--- src/rtl/spi_mem_arbiter.sv ---
// Two-port round-robin arbiter sharing a single-port synchronous-read memory
// between the SPI slave path (A, lockable) and a host/debug path (B).
module spi_mem_arbiter #(
  parameter int unsigned AW = 7,
  parameter int unsigned DW = 8
) (
  input  logic          clk,
  input  logic          reset,
  input  logic          a_req,
  input  logic          a_we,
  input  logic [AW-1:0] a_addr,
  input  logic [DW-1:0] a_wdata,
  input  logic          a_lock,
  output logic          a_gnt,
  output logic          a_rvalid,
  output logic [DW-1:0] a_rdata,
  input  logic          b_req,
  input  logic          b_we,
  input  logic [AW-1:0] b_addr,
  input  logic [DW-1:0] b_wdata,
  output logic          b_gnt,
  output logic          b_rvalid,
  output logic [DW-1:0] b_rdata,
  output logic [AW-1:0] mem_addr,
  output logic [DW-1:0] mem_wdata,
  output logic          mem_we,
  input  logic [DW-1:0] mem_rdata,
  output logic [7:0]    conflict_cnt
);

  localparam int unsigned CW = 8;
  localparam logic [CW-1:0] CNT_MAX = '1;

  logic last_gnt_b;  // 1: B was granted most recently
  logic a_elig_c;
  logic b_elig_c;
  logic a_win_c;
  logic b_win_c;
  logic conflict_c;

  // Read data is shared; the rvalid strobes identify the owner
  assign a_rdata = mem_rdata;
  assign b_rdata = mem_rdata;

  // Eligibility, round-robin pick and conflict detection
  always_comb begin
    a_elig_c   = 1'b0;
    b_elig_c   = 1'b0;
    a_win_c    = 1'b0;
    b_win_c    = 1'b0;
    conflict_c = 1'b0;
    a_elig_c   = a_req && !a_gnt;
    b_elig_c   = b_req && !b_gnt && !a_lock;
    a_win_c    = a_elig_c && (!b_elig_c || last_gnt_b);
    b_win_c    = b_elig_c && !a_win_c;
    // The loser counts unless it sat out only because of its own grant
    conflict_c = a_req && b_req && ((a_win_c && !b_gnt) || (b_win_c && !a_gnt));
  end

  always_ff @(posedge clk or posedge reset) begin
    if (reset) begin
      a_gnt        <= 1'b0;
      b_gnt        <= 1'b0;
      a_rvalid     <= 1'b0;
      b_rvalid     <= 1'b0;
      mem_we       <= 1'b0;
      mem_addr     <= '0;
      mem_wdata    <= '0;
      conflict_cnt <= '0;
      last_gnt_b   <= 1'b1;
    end else begin
      a_gnt    <= a_win_c;
      b_gnt    <= b_win_c;
      // mem_we during the grant cycle tells whether the access was a write
      a_rvalid <= a_gnt && !mem_we;
      b_rvalid <= b_gnt && !mem_we;
      if (a_win_c) begin
        mem_addr   <= a_addr;
        mem_wdata  <= a_wdata;
        mem_we     <= a_we;
        last_gnt_b <= 1'b0;
      end else if (b_win_c) begin
        mem_addr   <= b_addr;
        mem_wdata  <= b_wdata;
        mem_we     <= b_we;
        last_gnt_b <= 1'b1;
      end else begin
        mem_we <= 1'b0;
      end
      if (conflict_c && conflict_cnt != CNT_MAX)
        conflict_cnt <= conflict_cnt + CW'(1);
    end
  end

endmodule
--- config.mk ---
export PLATFORM = sky130hd
export DESIGN_NAME = spi_mem_arbiter
export DESIGN_NICKNAME = d
export VERILOG_FILES = /design/src/rtl/spi_mem_arbiter.sv
export SDC_FILE = /design/constraint.sdc
export NUM_CORES = 1
export LEC_CHECK = 0
export ABC_AREA = 1
export CAP_MARGIN = 10
export CORE_ASPECT_RATIO = 1.75
export CORE_UTILIZATION = 35
export DETAILED_ROUTE_END_ITERATION = 10
export PLACE_DENSITY_LB_ADDON = 0.05
export RECOVER_POWER = 25
export SLEW_MARGIN = 10
export SYNTH_ARGS = -nofsm -noshare
export SYNTH_HDL_FRONTEND = slang
export SYNTH_SLANG_ARGS = --single-unit
--- constraint.sdc ---
create_clock -name clk -period 1.5 [get_ports clk]
set_clock_uncertainty 0.05 [all_clocks]
set_input_delay 0.15 -clock clk [delete_from_list [all_inputs] [get_ports clk]]
set_output_delay 0.15 -clock clk [all_outputs]
set_load 0.01 [all_outputs]
==> run summary, run 1 <==
Clk Latency, worst-skew pair: 290 ps
Die height: 90.6 um
Num CTS Buffers: 5
Initial core utilization: 37.2%
DRT Wirelength: 4.19 mm
Layout cell share with drive strength beyond 1: 15.5%
# port buffers: 64
Setup-failing EPs final: 0
Nets: 303
# IOs: 89
Tot Pwr: 0.00265 W
Max incr delay on CP: 560 ps
Rows: 31
Clock Sinks: 29
Fin. Hold Viols: 0
Detailed Place HPWL: 3.31 mm
NetSw: 0.000824 W
FMAX: 0.692 GHz
Clock group share of total power: 25.1%
Initial antenna violation count: 0
Max_cap viols: 0
Leak: 1.16 nW
Layout Utilization: 56.2%
ANT cells: 0
Final RePlAce weighted congestion: 0.764
First-pass GRT wire length: 6.96 mm
Worst Setup End Kind: output port
Critical-path cell list: clkdlybuf4s50_1
CP Class: flip-flop to output port
Vias per inst: 5.05
Min cycle time layout: 1440 ps
WHS: 239 ps
Worst endpoint required time: 1300 ps
Core Box Area: 0.00423 sq mm
Die X: 52.7 um
Power Dens Cells: 1120 mW/mm^2
Post-synthesis register bit count: 29
Actual slew at the worst max-slew pin: 414 ps
Slew margin rel.: 72.4%
Htree depth: 2
Hold Buf Count CTS: 0
First drt pass iteration count: 5
Worst min-delay path class: input port to async pin
DR WL/cell: 13.7 um
RSZ-0062 raised after global routing: no
Residual DRC count: 0
Sw frac: 31.1%
Global route overflow: 0
Startpoint Class: flip-flop
Crit path from: conflict_cnt[3]
Period utilisation layout: 96.3%
Peak VDD IR: 0.767 mV
Post-Place Cell Area: 0.00225 sq mm
FILL cells: 397
Seq pwr share: 38.7%
Syn-to-layout area delta: 51.3%
Outcome: finished clean
Ys Warns: 0
Crit path max-delay cell type: clkdlybuf4s50_1
Worst path buffer plus inverter count: 1
Vias in the first global route: 1604
Syn nets: 234
Sequential fraction of the synthesis area: 46.3%
Top fanout value on the critical path: 5
Reg2reg start: conflict_cnt[0]
Routed Antenna Nets: 0
Comb pwr share: 36.2%
Largest net degree at the start of global routing: 16
Internal power: 0.00183 W
Root Buffer: clkbuf_8
Detailed Route Iter0 Violations: 20
Clock Tree Buf Depth: 2
Syn avg cell area: 8.36 sq um
Slew Limit Fails: 0
Placed cell count: 295
Die area: 0.00477 sq mm
Via count: 1550
Distinct cells, synth: 23
Top delay family on crit path: buffers and inverters
Total GRT Usage: 19.8%
Mapped Cells: 188
Fin area: 0.00238 sq mm
CTS tree: done
Clk slew on worst S/H paths: 70 ps
Final non-filler cell total: 307
Netlist Area Pre-Place: 0.00157 sq mm
Worst EP arrival: 1240 ps
-- kinds of logic after synthesis --
group                    count (synthesis)  share of synthesized area (%)
AO/OA/AOI/OAI                            3                          0.955
AND/OR/NAND/NOR                        120                           38.0
flip-flops                              29                           46.3
adder cells (fa/ha/maj)                  1                          0.796
XOR/XNOR                                 2                           1.11
buffers and inverters                   33                           12.9
-- final timing paths --
path,slack (ps),cells past startpoint,to
max,60,1,conflict_cnt[3]
min,240,2,conflict_cnt[6]
max reg2reg,100,7,conflict_cnt[2]
min reg2reg,410,1,a_rvalid
max in group asynchronous,630,3,mem_addr[3]
min in group clk,250,0,a_rdata[0]
-- power by group through the flow --
stage          Clock, W  Sequential (W)  Combinational (W)
6_report       0.000667         0.00103           0.000961
5_1_grt        0.000732         0.00104            0.00104
4_1_cts        0.000695         0.00103           0.000974
3_5_place_dp          0         0.00105           0.000949
3_3_place_gp          0         0.00104           0.000923
2_1_floorplan         0         0.00111           0.000350
-- cell usage after synthesis --
library cell,number,share of area [%]
nand3b_1,3,1.4
nand2_4,2,1.4
o21ai_0,3,0.96
buf_4,18,8.6
inv_2,2,0.48
nand4_1,8,3.2
dfrtp_1,28,45
nor3_2,1,0.64
nand3_2,1,0.64
xor2_1,2,1.1
buf_2,1,0.32
nor2_4,2,1.4
buf_6,1,0.72
nand2_2,1,0.40
nand3_4,1,1.1
ha_1,1,0.80
nand2_1,63,15
nand3_1,31,9.9
nor2_1,6,1.4
dfstp_2,1,1.7
inv_4,1,0.40
nand4_4,1,1.4
inv_1,10,2.4
-- flip-flops by register name (all words and copies together), names as in the netlist --
name and count:
b_rvalid 1, conflict_cnt 8, a_gnt 1, mem_addr 7
mem_we 1, a_rvalid 1, last_gnt_b 1, b_gnt 1
mem_wdata 8
-- stage by stage --
stage / setup WS, ps / TNS [ps]
after floorplan: 121 / 0
after CTS: 14.2 / 0
after global routing: 9.90 / 0
final: 55.8 / 0
after global placement: -57.7 / -561
after detailed placement: -104 / -1210
-- per-layer routing --
metal	vias to the layer above	global-route usage, %	routed length (um)
li1	731	-	-
met1	729	19.0	1490
met2	78	35.4	2340
met3	12	6.90	255
met4	0	8.77	99
met5	-	0	0
-- timing repair --
item                                    4_1_cts  5_1_grt
setup buffers                                 2        2
pin swaps                                     0        2
endpoints found under the setup margin        5       11
gates resized for setup                       4        3
-- final cells by class --
class	count	area, sq um	area share [%]
timing repair buffer	82	803	33.8
sequential	29	729	30.7
multi-input combinational	126	642	27.0
clock buffer	8	90.1	3.79
tap	49	61.3	2.58
inverter	13	51.3	2.16
-- placed cells by master, fill, tap and decap left out, drive strengths merged, types with 2 or more instances in the layout --
master          n
nand2          66
clkdlybuf4s50  59
nand3          33
dfrtp          28
buf            18
inv            13
nand4           9
nor2            8
clkbuf          8
nand3b          3
o21ai           3
xor2            2
dlygate4sd2     2
dlymetal6s2s    2
Note: power is estimated with default switching activity, not from simulation.
==> run 2, diff against run 1 <==
Settings changed: CTS_BUF_LIST from default to sky130_fd_sc_hd__clkbuf_8.
==> run 2 against run 1 <==
Net effect: flip-flop and latch count stayed put; final cell count unchanged; clock power decreased by 2%; global-route usage did not move; total power down 0.68%; register-to-register slack is essentially flat; die area did not move; non-clock buffer count did not move; cell area stayed put; first-iteration DRC count unchanged; utilization did not move; setup slack about the same; largest cell class unchanged; largest power group unchanged.
==> run summary, run 2 (same netlist as run 1, synthesis figures left out) <==
Outcome: finished clean (unchanged)
Initial antenna violation count: 0 (unchanged)
Fin area: 0.00238 sq mm (unchanged)
Slew margin rel.: 72.4% (about the same)
Crit path max-delay cell type: clkdlybuf4s50_1 (unchanged)
Leak: 1.17 nW (was 1.16 nW)
Post-Route Setup TNS: 0 ps (unchanged)
Worst reg2reg setup slack: 110 ps (was 100 ps)
ANT cells: 0 (unchanged)
RR Endpoint: conflict_cnt[6] (was conflict_cnt[2])
Detailed Place HPWL: 3.31 mm (unchanged)
CP Class: flip-flop to output port (unchanged)
Actual slew at the worst max-slew pin: 414 ps (about the same)
Syn-to-layout area delta: 51.3% (unchanged)
Global route overflow: 0 (unchanged)
CTS tree: done (unchanged)
Worst min-delay path class: input port to async pin (unchanged)
Commonest non-fill, non-tap cells in the layout: 63 x nand2_1, 59 x clkdlybuf4s50_1, 31 x nand3_1, 26 x dfrtp_1, 16 x buf_4 (unchanged)
Max_cap viols: 0 (unchanged)
Commonest non-fill, non-tap cell in the layout: nand2_1 (unchanged)
Power Dens Cells: 1110 mW/mm^2 (was 1120 mW/mm^2)
First drt pass iteration count: 6 (was 5)
Peak VDD IR: 0.767 mV (about the same)
Vias per inst: 5.01 (was 5.05)
Max incr delay on CP: 560 ps (about the same)
Clock group share of total power: 24.8% (was 25.1%)
Cell count along the critical path: 1 (unchanged)
# port buffers: 64 (unchanged)
Clk slew on worst S/H paths: 60 ps (was 70 ps)
NetSw: 0.000820 W (was 0.000824 W)
Largest net degree at the start of global routing: 16 (unchanged)
DRT Wirelength: 4.18 mm (was 4.19 mm)
Top delay family on crit path: buffers and inverters (unchanged)
Post-Place Cell Area: 0.00225 sq mm (unchanged)
Layout Utilization: 56.2% (unchanged)
FILL cells: 397 (unchanged)
Post-place setup slack: -104 ps (unchanged)
Vias in the first global route: 1604 (unchanged)
Final RePlAce weighted congestion: 0.764 (unchanged)
FMAX: 0.692 GHz (about the same)
Root Buffer: clkbuf_8 (unchanged)
Num CTS Buffers: 5 (unchanged)
Clock Sinks: 29 (unchanged)
Startpoint Class: flip-flop (unchanged)
Largest regs: conflict_cnt: 8 flops, mem_wdata: 8 flops, mem_addr: 7 flops (unchanged)
Via count: 1539 (was 1550)
Min cycle time layout: 1440 ps (about the same)
Clk Latency, worst-skew pair: 290 ps (about the same)
R2R cell count: 7 (unchanged)
Residual DRC count: 0 (unchanged)
Critical-path cell list: clkdlybuf4s50_1 (unchanged)
Routed Antenna Nets: 0 (unchanged)
First-pass GRT wire length: 6.96 mm (unchanged)
Worst setup margin: 55.8 ps (about the same)
Slew Limit Fails: 0 (unchanged)
Total GRT Usage: 19.8% (unchanged)
Seq pwr share: 38.9% (was 38.7%)
Detailed Route Iter0 Violations: 20 (unchanged)
Comb pwr share: 36.3% (was 36.2%)
Internal power: 0.00182 W (was 0.00183 W)
RSZ-0062 raised after global routing: no (unchanged)
Sw frac: 31.1% (about the same)
Clock Tree Buf Depth: 2 (unchanged)
Die area: 0.00477 sq mm (unchanged)
DR WL/cell: 13.6 um (was 13.7 um)
Period utilisation layout: 96.3% (about the same)
Fin. Hold Viols: 0 (unchanged)
Nets: 303 (unchanged)
Initial core utilization: 37.2% (unchanged)
Worst EP arrival: 1240 ps (about the same)
Core Box Area: 0.00423 sq mm (unchanged)
Tot Pwr: 0.00264 W (was 0.00265 W)
Reg2reg start: conflict_cnt[0] (unchanged)
# IOs: 89 (unchanged)
Die height: 90.6 um (unchanged)
Layout cell share with drive strength beyond 1: 15.5% (unchanged)
Worst Setup End Kind: output port (unchanged)
Setup-failing EPs final: 0 (unchanged)
Htree depth: 2 (unchanged)
Worst endpoint required time: 1300 ps (about the same)
Die X: 52.7 um (unchanged)
Worst path buffer plus inverter count: 1 (unchanged)
Top fanout value on the critical path: 5 (unchanged)
Rows: 31 (unchanged)
-- run 2: cell types whose count changed in the layout (fill, tap and decap cells not counted), sizes merged --
cell | before | now
clkbuf | 8 | 6
inv | 13 | 15
-- run 2: how the worst max path moves through the flow --
stage,from,endpoint,slack [ps]
after global routing,conflict_cnt[3],conflict_cnt[3],9
after CTS,conflict_cnt[5],conflict_cnt[5],10
after detailed placement,a_req,conflict_cnt[6],-100
after floorplan,conflict_cnt[0],conflict_cnt[6],120
final,conflict_cnt[3],conflict_cnt[3],60
after global placement,a_req,conflict_cnt[7],-60
-- run 2: layout make-up --
class / instances / area [sq um] / area share, %
clock buffer: 6 / 82.6 / 3.47
timing repair buffer: 82 / 803 / 33.8
inverter: 13 / 51.3 / 2.16
multi-input combinational: 126 / 642 / 27.0
tap: 49 / 61.3 / 2.58
sequential: 29 / 729 / 30.7
clock inverter: 2 / 7.51 / 0.316
-- run 2: per-layer routing --
| layer | GRT usage (%) | vias up | wire, um |
|---|---|---|---|
| li1 | - | 732 | - |
| met1 | 19.0 | 734 | 1500 |
| met2 | 35.4 | 67 | 2370 |
| met3 | 6.90 | 6 | 239 |
| met4 | 8.77 | 0 | 72 |
| met5 | 0 | - | 0 |
-- run 2: what timing repair did --
| action | CTS | global route |
|---|---|---|
| buffers inserted | 2 | 2 |
| setup endpoints to repair | 5 | 11 |
| hold buffers | 0 | 0 |
| gates resized for setup | 4 | 3 |
| pin swaps | 0 | 2 |
-- run 2: through the flow --
stage,instances,hold slack (ps)
4_1_cts,305,116
3_5_place_dp,295,250
2_1_floorplan,188,177
6_report,307,239
5_1_grt,307,250
3_3_place_gp,295,250
-- run 2: power by group through the flow --
stage | Combinational [W] | Sequential [W] | Clock, W
final | 0.000958 | 0.00103 | 0.000653
after floorplan | 0.000350 | 0.00111 | 0
after detailed placement | 0.000949 | 0.00105 | 0
after global routing | 0.00104 | 0.00104 | 0.000719
after global placement | 0.000923 | 0.00104 | 0
after CTS | 0.000974 | 0.00103 | 0.000682
==> RTL change (settings of run 2) <==
`DW`: 8 -> 9.
--- a/src/rtl/spi_mem_arbiter.sv
+++ b/src/rtl/spi_mem_arbiter.sv
@@ -3,5 +3,5 @@
 module spi_mem_arbiter #(
   parameter int unsigned AW = 7,
-  parameter int unsigned DW = 8
+  parameter int unsigned DW = 9
 ) (
   input  logic          clk,
Interface: changed (6 resized); port bits go from 89 to 95. The function was not compared with the original's and may differ.
==> RTL change against run 2 <==
  * Sequential cell count increased by 1
  * Synthesized area up 4.1%
  * First-iteration DRC count grew 15%
  * Final cell count increased by 3.3%
  * Wire length decreased by 6.8%
  * Critical path depth is the same
  * Worst setup slack got worse by 0.0035 ns
  * Total power rose by 5.5%
  * Non-clock buffer count rose by 3
  * Cell area up 3.6%
  * Sequential share of layout area barely moved
  * Critical path type unchanged
  * Critical endpoint is now conflict_cnt[7]
==> RTL change: results (changes against run 2) <==
Count of input and output buffers = 67 (was 64)
Largest regs = mem_wdata: 9 flops, conflict_cnt: 8 flops, mem_addr: 7 flops (was conflict_cnt: 8 flops, mem_wdata: 8 flops, mem_addr: 7 flops)
Cells after synthesis = 196 (was 188)
Worst-margin pin slew = 0.508 ns (was 0.414 ns)
Status = complete, no violations (unchanged)
Hold_ws = 0.180 ns (was 0.239 ns)
RD Place Congestion = 0.797 (was 0.764)
Register share of total power = 0.391 (was 0.389)
Adder-cell share of the synthesized area = 0.00765 (was 0.00796)
End point of the critical path = conflict_cnt[7] (was conflict_cnt[3])
Layout cells sized above 1 = 0.154 (was 0.155)
Overall Power = 2.78 mW (was 2.64 mW)
Crit Reg-Reg Endpoint = mem_wdata[4]$_DFFE_PP0P_ (was conflict_cnt[6]$_DFFE_PP0P_)
Reg2reg start = last_gnt_b$_DFFE_PP1P_ (was conflict_cnt[0]$_DFFE_PP0P_)
Synth area leaders = dfrtp_1, nand2_1, nand3_1, buf_4, nand4_1 (unchanged)
Clock Power = 0.658 mW (was 0.653 mW)
Largest net degree at the start of global routing = 19 (was 16)
First-pass GRT wire length = 6.53 mm (was 6.96 mm)
Highest ir drop seen on vdd = 764 uV (was 767 uV)
Leak = 1.19 nW (was 1.17 nW)
Post-Layout Cell Count = 317 (was 307)
Setup ws final = 0.0524 ns (was 0.0558 ns)
Post-CTS Setup Bufs = 0 (was 2)
Drt via density = 4.68 (was 5.01)
Post-synth cell types = 26 (was 23)
Vias in the first global route = 1503 (was 1604)
Placed Instance Area = 0.00235 sq mm (was 0.00225 sq mm)
Post-synth top cells = nand2_1, nand3_1, dfrtp_1 (unchanged)
DP HPWL = 3.04 mm (was 3.31 mm)
Fill count = 404 (was 397)
-- RTL change: changes by cell type in the layout (fill, tap and decap cells not counted), moves of 2 or more --
cell | run 2 | this run
nand3_1 | 31 | 34
nor2_2 | 0 | 2
buf_4 | 16 | 14
dlygate4sd2_1 | 2 | 0
clkdlybuf4s50_1 | 59 | 63
-- RTL change: layer usage --
| metal | routed length (um) | up-vias | track usage |
|---|---|---|---|
| met5 | 0 | - | 0 |
| met4 | 78 | 0 | 0.0789 |
| met3 | 228 | 6 | 0.0608 |
| met2 | 2110 | 56 | 0.323 |
| met1 | 1470 | 669 | 0.182 |
| li1 | - | 752 | - |
-- RTL change: layout make-up --
class | count | area [sq um] | share of cell area
Tap cell | 51 | 63.8 | 0.0259
Clock buffer | 6 | 82.6 | 0.0335
Inverter | 14 | 57.6 | 0.0234
Clock inverter | 2 | 8.76 | 0.00356
Multi-Input combinational cell | 129 | 648 | 0.263
Sequential cell | 30 | 754 | 0.306
Timing Repair Buffer | 85 | 847 | 0.344
